**src/rtl/uart_tx_periph.sv**
```systemverilog
// rtl/uart_tx_periph.sv - memory-mapped 8N1 UART transmitter with TX FIFO
//
// Ports:
//   clk           system clock, rising edge
//   rst           asynchronous active-high reset
//   cs_i          chip select from the peripheral bus
//   we_i          store strobe, qualified by cs_i
//   addr_i        word offset: 0 TXDATA, 1 STATUS, 2 BAUD_DIV, 3 reserved
//   data_store_i  store data
//   data_load_o   load data, combinational, 0 when cs_i=0
//   tx_o          registered serial line, idle high
//   busy_o        FIFO non-empty or frame in progress

module uart_tx_periph #(
    parameter int DW          = 32,
    parameter int FIFO_DEPTH  = 4,
    parameter int DEFAULT_DIV = 868
) (
    input  logic          clk,
    input  logic          rst,
    input  logic          cs_i,
    input  logic          we_i,
    input  logic [1:0]    addr_i,
    input  logic [DW-1:0] data_store_i,
    output logic [DW-1:0] data_load_o,
    output logic          tx_o,
    output logic          busy_o
);

    localparam int PW = $clog2(FIFO_DEPTH);
    localparam int CW = PW + 1;
    localparam logic [CW-1:0] FULL_COUNT = CW'(FIFO_DEPTH);

    typedef enum logic [1:0] {
        S_IDLE,
        S_START,
        S_DATA,
        S_STOP
    } state_t;

    state_t state;
    state_t state_next;

    logic [7:0]    mem [FIFO_DEPTH];
    logic [PW-1:0] wr_ptr;
    logic [PW-1:0] rd_ptr;
    logic [CW-1:0] count;
    logic          ovf;

    logic [15:0]   baud_div;
    logic [15:0]   div_q;
    logic [15:0]   baud_cnt;
    logic [2:0]    bit_cnt;
    logic [7:0]    shift;
    logic          tx_q;
    logic          tx_d;

    logic          wr_en;
    logic          push_req;
    logic          push_ok;
    logic          pop;
    logic          full;
    logic          empty;
    logic          bit_done;
    logic          unused_bits;

    assign wr_en    = cs_i & we_i;
    assign full     = (count == FULL_COUNT);
    assign empty    = (count == '0);
    assign push_req = wr_en && (addr_i == 2'd0);
    assign pop      = (state == S_IDLE) && !empty;
    // A pop in the same cycle frees a slot, so a push into a full FIFO is still accepted.
    assign push_ok  = push_req && (!full || pop);
    assign bit_done = (baud_cnt == div_q - 16'd1);
    assign unused_bits = ^data_store_i[DW-1:16];

    // FIFO storage carries no reset; validity is tracked by count.
    always_ff @(posedge clk) begin
        if (push_ok) begin
            mem[wr_ptr] <= data_store_i[7:0];
        end
    end

    always_ff @(posedge clk or posedge rst) begin
        if (rst) begin
            wr_ptr <= '0;
            rd_ptr <= '0;
            count  <= '0;
            ovf    <= 1'b0;
        end else begin
            if (push_ok) begin
                wr_ptr <= wr_ptr + 1'b1;
            end
            if (pop) begin
                rd_ptr <= rd_ptr + 1'b1;
            end
            case ({push_ok, pop})
                2'b10:   count <= count + 1'b1;
                2'b01:   count <= count - 1'b1;
                default: count <= count;
            endcase
            if (push_req && full && !pop) begin
                ovf <= 1'b1;
            end else if (wr_en && (addr_i == 2'd1) && data_store_i[3]) begin
                ovf <= 1'b0;
            end
        end
    end

    always_ff @(posedge clk or posedge rst) begin
        if (rst) begin
            baud_div <= 16'(DEFAULT_DIV);
        end else if (wr_en && (addr_i == 2'd2)) begin
            baud_div <= data_store_i[15:0];
        end
    end

    // FSM state register
    always_ff @(posedge clk or posedge rst) begin
        if (rst) begin
            state <= S_IDLE;
        end else begin
            state <= state_next;
        end
    end

    // FSM next-state logic
    always_comb begin
        state_next = state;
        case (state)
            S_IDLE:  if (!empty) state_next = S_START;
            S_START: if (bit_done) state_next = S_DATA;
            S_DATA:  if (bit_done && (bit_cnt == 3'd7)) state_next = S_STOP;
            S_STOP:  if (bit_done) state_next = S_IDLE;
            default: state_next = S_IDLE;
        endcase
    end

    // FSM output logic: the value tx_o takes after this edge, so the line
    // changes on the same edge as the state and stays glitch-free.
    always_comb begin
        tx_d = 1'b1;
        case (state_next)
            S_START: tx_d = 1'b0;
            // Inside DATA a bit boundary shifts right, so the next bit is shift[1].
            S_DATA:  tx_d = (state == S_DATA && bit_done) ? shift[1] : shift[0];
            default: tx_d = 1'b1;
        endcase
    end

    always_ff @(posedge clk or posedge rst) begin
        if (rst) begin
            tx_q <= 1'b1;
        end else begin
            tx_q <= tx_d;
        end
    end

    // Baud counter, bit counter and shift register
    always_ff @(posedge clk or posedge rst) begin
        if (rst) begin
            baud_cnt <= '0;
            bit_cnt  <= '0;
            shift    <= '0;
            div_q    <= '0;
        end else begin
            // Every state change happens at terminal count or from IDLE,
            // so this also clears the counter on each transition.
            if (state == S_IDLE || bit_done) begin
                baud_cnt <= '0;
            end else begin
                baud_cnt <= baud_cnt + 16'd1;
            end
            if (pop) begin
                shift <= mem[rd_ptr];
                div_q <= (baud_div == 16'd0) ? 16'd1 : baud_div;
            end
            if (state == S_START && bit_done) begin
                bit_cnt <= '0;
            end
            if (state == S_DATA && bit_done) begin
                shift   <= {1'b0, shift[7:1]};
                bit_cnt <= bit_cnt + 3'd1;
            end
        end
    end

    assign tx_o   = tx_q;
    assign busy_o = (state != S_IDLE) || !empty;

    always_comb begin
        data_load_o = '0;
        if (cs_i) begin
            case (addr_i)
                2'd1:    data_load_o = DW'({ovf, empty, full, busy_o});
                2'd2:    data_load_o = DW'(baud_div);
                default: data_load_o = '0;
            endcase
        end
    end

endmodule

```
**config.mk**
```make
export PLATFORM = sky130hd
export DESIGN_NAME = uart_tx_periph
export DESIGN_NICKNAME = d
export VERILOG_FILES = /design/src/rtl/uart_tx_periph.sv
export SDC_FILE = /design/constraint.sdc
export NUM_CORES = 1
export LEC_CHECK = 0
export CORE_ASPECT_RATIO = 1.25
export CORE_MARGIN = 2
export CORE_UTILIZATION = 30
export DETAILED_ROUTE_END_ITERATION = 10
export GPL_ROUTABILITY_DRIVEN = 0
export HOLD_SLACK_MARGIN = 0.1
export PLACE_DENSITY = 0.55
export SETUP_SLACK_MARGIN = 0.05
export SYNTH_ARGS = -nofsm -noshare
export SYNTH_HDL_FRONTEND = slang
export SYNTH_SLANG_ARGS = --single-unit
```
**constraint.sdc**
```tcl
create_clock -name clk -period 4.5 [get_ports clk]
set_input_delay 0.9 -clock clk [delete_from_list [all_inputs] [get_ports clk]]
set_output_delay 0.9 -clock clk [all_outputs]
set_load 0.05 [all_outputs]
```
==> reports/qor.yml <==
fin_nets: 551
die_width_um: 122
outcome: "finished clean"
ant_nets: 0
grt_max_degree: 31
setup_tns_ns: 0
synth_cell_types: 56
synth_seq_cells: 102
drt_wl_total_um: 10600
cts_buffer_depth: 2
setup_viol: 0
cts_hold_buffers: 0
initial_utilization_pct: 30.8
htree_levels: 3
synthFlopType: "dfrtp_1"
slew-limit-headroom_pct: 29.3
grt_use_total_pct: 12.6
dp_hpwl_um: 7750
arrival_ns: 3.04
post_cts_buffers: 0
tightestPinTransition_ns: 1.06
coreArea_um2: 16900
skew_ns: 0.0113
root_buffer: "clkbuf_16"
p_per_area_nw_per_um2: 539
power.leakage_nw: 2.53
clk_pin_slew_ns: 0.08
yosysSeqAreaShare_pct: 52.3
cts_made_buffers: 9
ys_warn_count: 0
setup_ws_ns: 0.558
cp_max_fo: 17
min_path_type: "register to register"
critPathLaunchType: "input port"
finalMaxSlewViolations: 0
grt_pass1_wl_um: 18100
netlist_instances: 472
synth.avg_cell_area_um2: 11.0
dieArea_um2: 18400
vias: 3467
layout-drive-gt1-share_pct: 12.6
grt_pass1_vias: 3551
antenna_found_initial: 0
cts_resized: 0
period_share_pct: 87.6
async_reset_ff_share_pct: 68.6
io_buffer_count: 39
clk-insertion-delay-late_ns: 0.35
worstSetupPathType: "input port to primary output"
ioPinCount: 72
wl_per_cell_um: 14.6
cts_tree: "done"
area_delta_synth_final_pct: 15.7
vdd_drop_max_mv: 0.232
cts.sinks: 102
route.detailed.drc: 0
drt-initial-drc-count: 165
pre_cts_ws_ns: 0.546
overflow: 0
synth-edff-count: 32
drtPass1Iterations: 4
routed_via_density: 4.78
required_ns: 3.60
worstSetupEndpointType: "primary output"
rsz0062_at_grt: "false"
die-height_um: 151
fmax_mhz: 254
max-cap-violations: 0
antenna_cells: 0
fill_cells: 1683
syn-cell-area_um2: 5200
hold_viol_final: 0
num_rows: 53
fin_crit_ns: 3.94
cells by family (layout without fill, tap and decap cells):
logic type | after synthesis | count (layout) | synth area share, %
adders and majority gates | 12 | 12 | 3.03
muxes | 27 | 27 | 7.60
buffers and inverters | 51 | 70 | 5.31
and+or+nand+nor | 188 | 188 | 17.8
AOI/OAI and AO/OA | 53 | 53 | 7.55
xor gates and xnor gates | 38 | 38 | 6.39
DFF | 102 | 102 | 52.3
other | 1 | 16 | 0.0720
Yosys cell counts (all sizes together), types with 7 or more instances:
cell type	number	area (µm²)
nand2	77	289
dfrtp	64	1600
edfxtp	32	961
nor2	30	113
buf	26	183
and3	21	131
xnor2	21	184
o21ai	18	90.1
mux2	17	195
xor2	17	149
clkbuf	14	52.6
nand3	14	70.1
ha	11	138
inv	11	41.3
nor4	9	56.3
and2	8	50.1
mux4	8	180
a31o	7	61.3
final cells by class:
type,count,area (µm²),area share (%)
inverter,11,41.3,0.686
timing repair buffer,43,420,6.98
tap,220,275,4.57
sequential,102,2720,45.2
clock buffer,9,225,3.74
clock inverter,7,76.3,1.27
multi-input combinational,334,2260,37.6
metrics by stage:
stage	util, %	cell area [µm²]	cells	power, mW	hold slack [ns]
after floorplan	-	5260	487	2.27	0.449
after global placement	33.8	5720	710	2.44	0.478
after detailed placement	33.8	5720	710	2.48	0.487
after CTS	35.6	6020	726	3.28	0.506
after global routing	35.6	6020	726	3.47	0.526
final	35.6	6020	726	3.25	0.504
state kept, by name (all words and copies together), names as in the netlist:
register,count
mem,32
baud_cnt,16
baud_div,16
div_q,16
shift,8
bit_cnt,3
count,3
rd_ptr,2
state,2
wr_ptr,2
ovf,1
tx_o,1
report_power, final:
part           switching (mW)  internal [mW]  leakage (nW)  total [mW]
Sequential              0.255           1.16          1.16        1.42
Combinational           0.528          0.512          1.21        1.04
Clock                   0.389          0.401         0.150       0.790
Total                    1.17           2.07          2.53        3.25
worst paths after layout:
kind | start | end | slack, ns | depth (start not counted)
min | ovf$_DFFE_PP0P_ | ovf$_DFFE_PP0P_ | 0.50 | 2
max reg2reg | div_q[0]$_DFFE_PP0P_ | shift[0]$_DFFE_PP0P_ | 1.15 | 9
max | addr_i[0] | data_load_o[2] | 0.56 | 6
min reg2reg | ovf$_DFFE_PP0P_ | ovf$_DFFE_PP0P_ | 0.50 | 2
min in group asynchronous | rst | wr_ptr[1]$_DFFE_PP0P_ | 0.92 | 2
max in group asynchronous | rst | baud_div[9]$_DFFE_PP1P_ | 2.74 | 3
critical path: stages:
cell	delay [ns]
clkdlybuf4s50_1	0.42
inv_1	0.09
ha_1	0.49
a22oi_1	0.19
nor2_1	0.13
clkdlybuf4s50_1	0.82
per-layer routing:
metal  part of all wire, %  up-vias  GRT usage, %
met3                   2.8       15          1.51
met2                    48       68          20.6
met4                   2.3        0          6.15
li1                      -     1687             -
met5                     0        -             0
met1                    46     1697          16.5
placed cells by master (no fill, tap or decap), types with 9 or more instances in the layout:
cell / instances
nor2_1: 30
ha_1: 11
nand3_1: 14
conb_1: 16
nand2_1: 77
xor2_1: 17
mux2_2: 16
edfxtp_1: 32
nor4_1: 9
xnor2_1: 21
o21ai_0: 18
dfrtp_1: 64
and3_1: 21
inv_1: 10
clkbuf_16: 9
clkdlybuf4s50_1: 39
No activity file was read; power rests on OpenSTA's default activity.
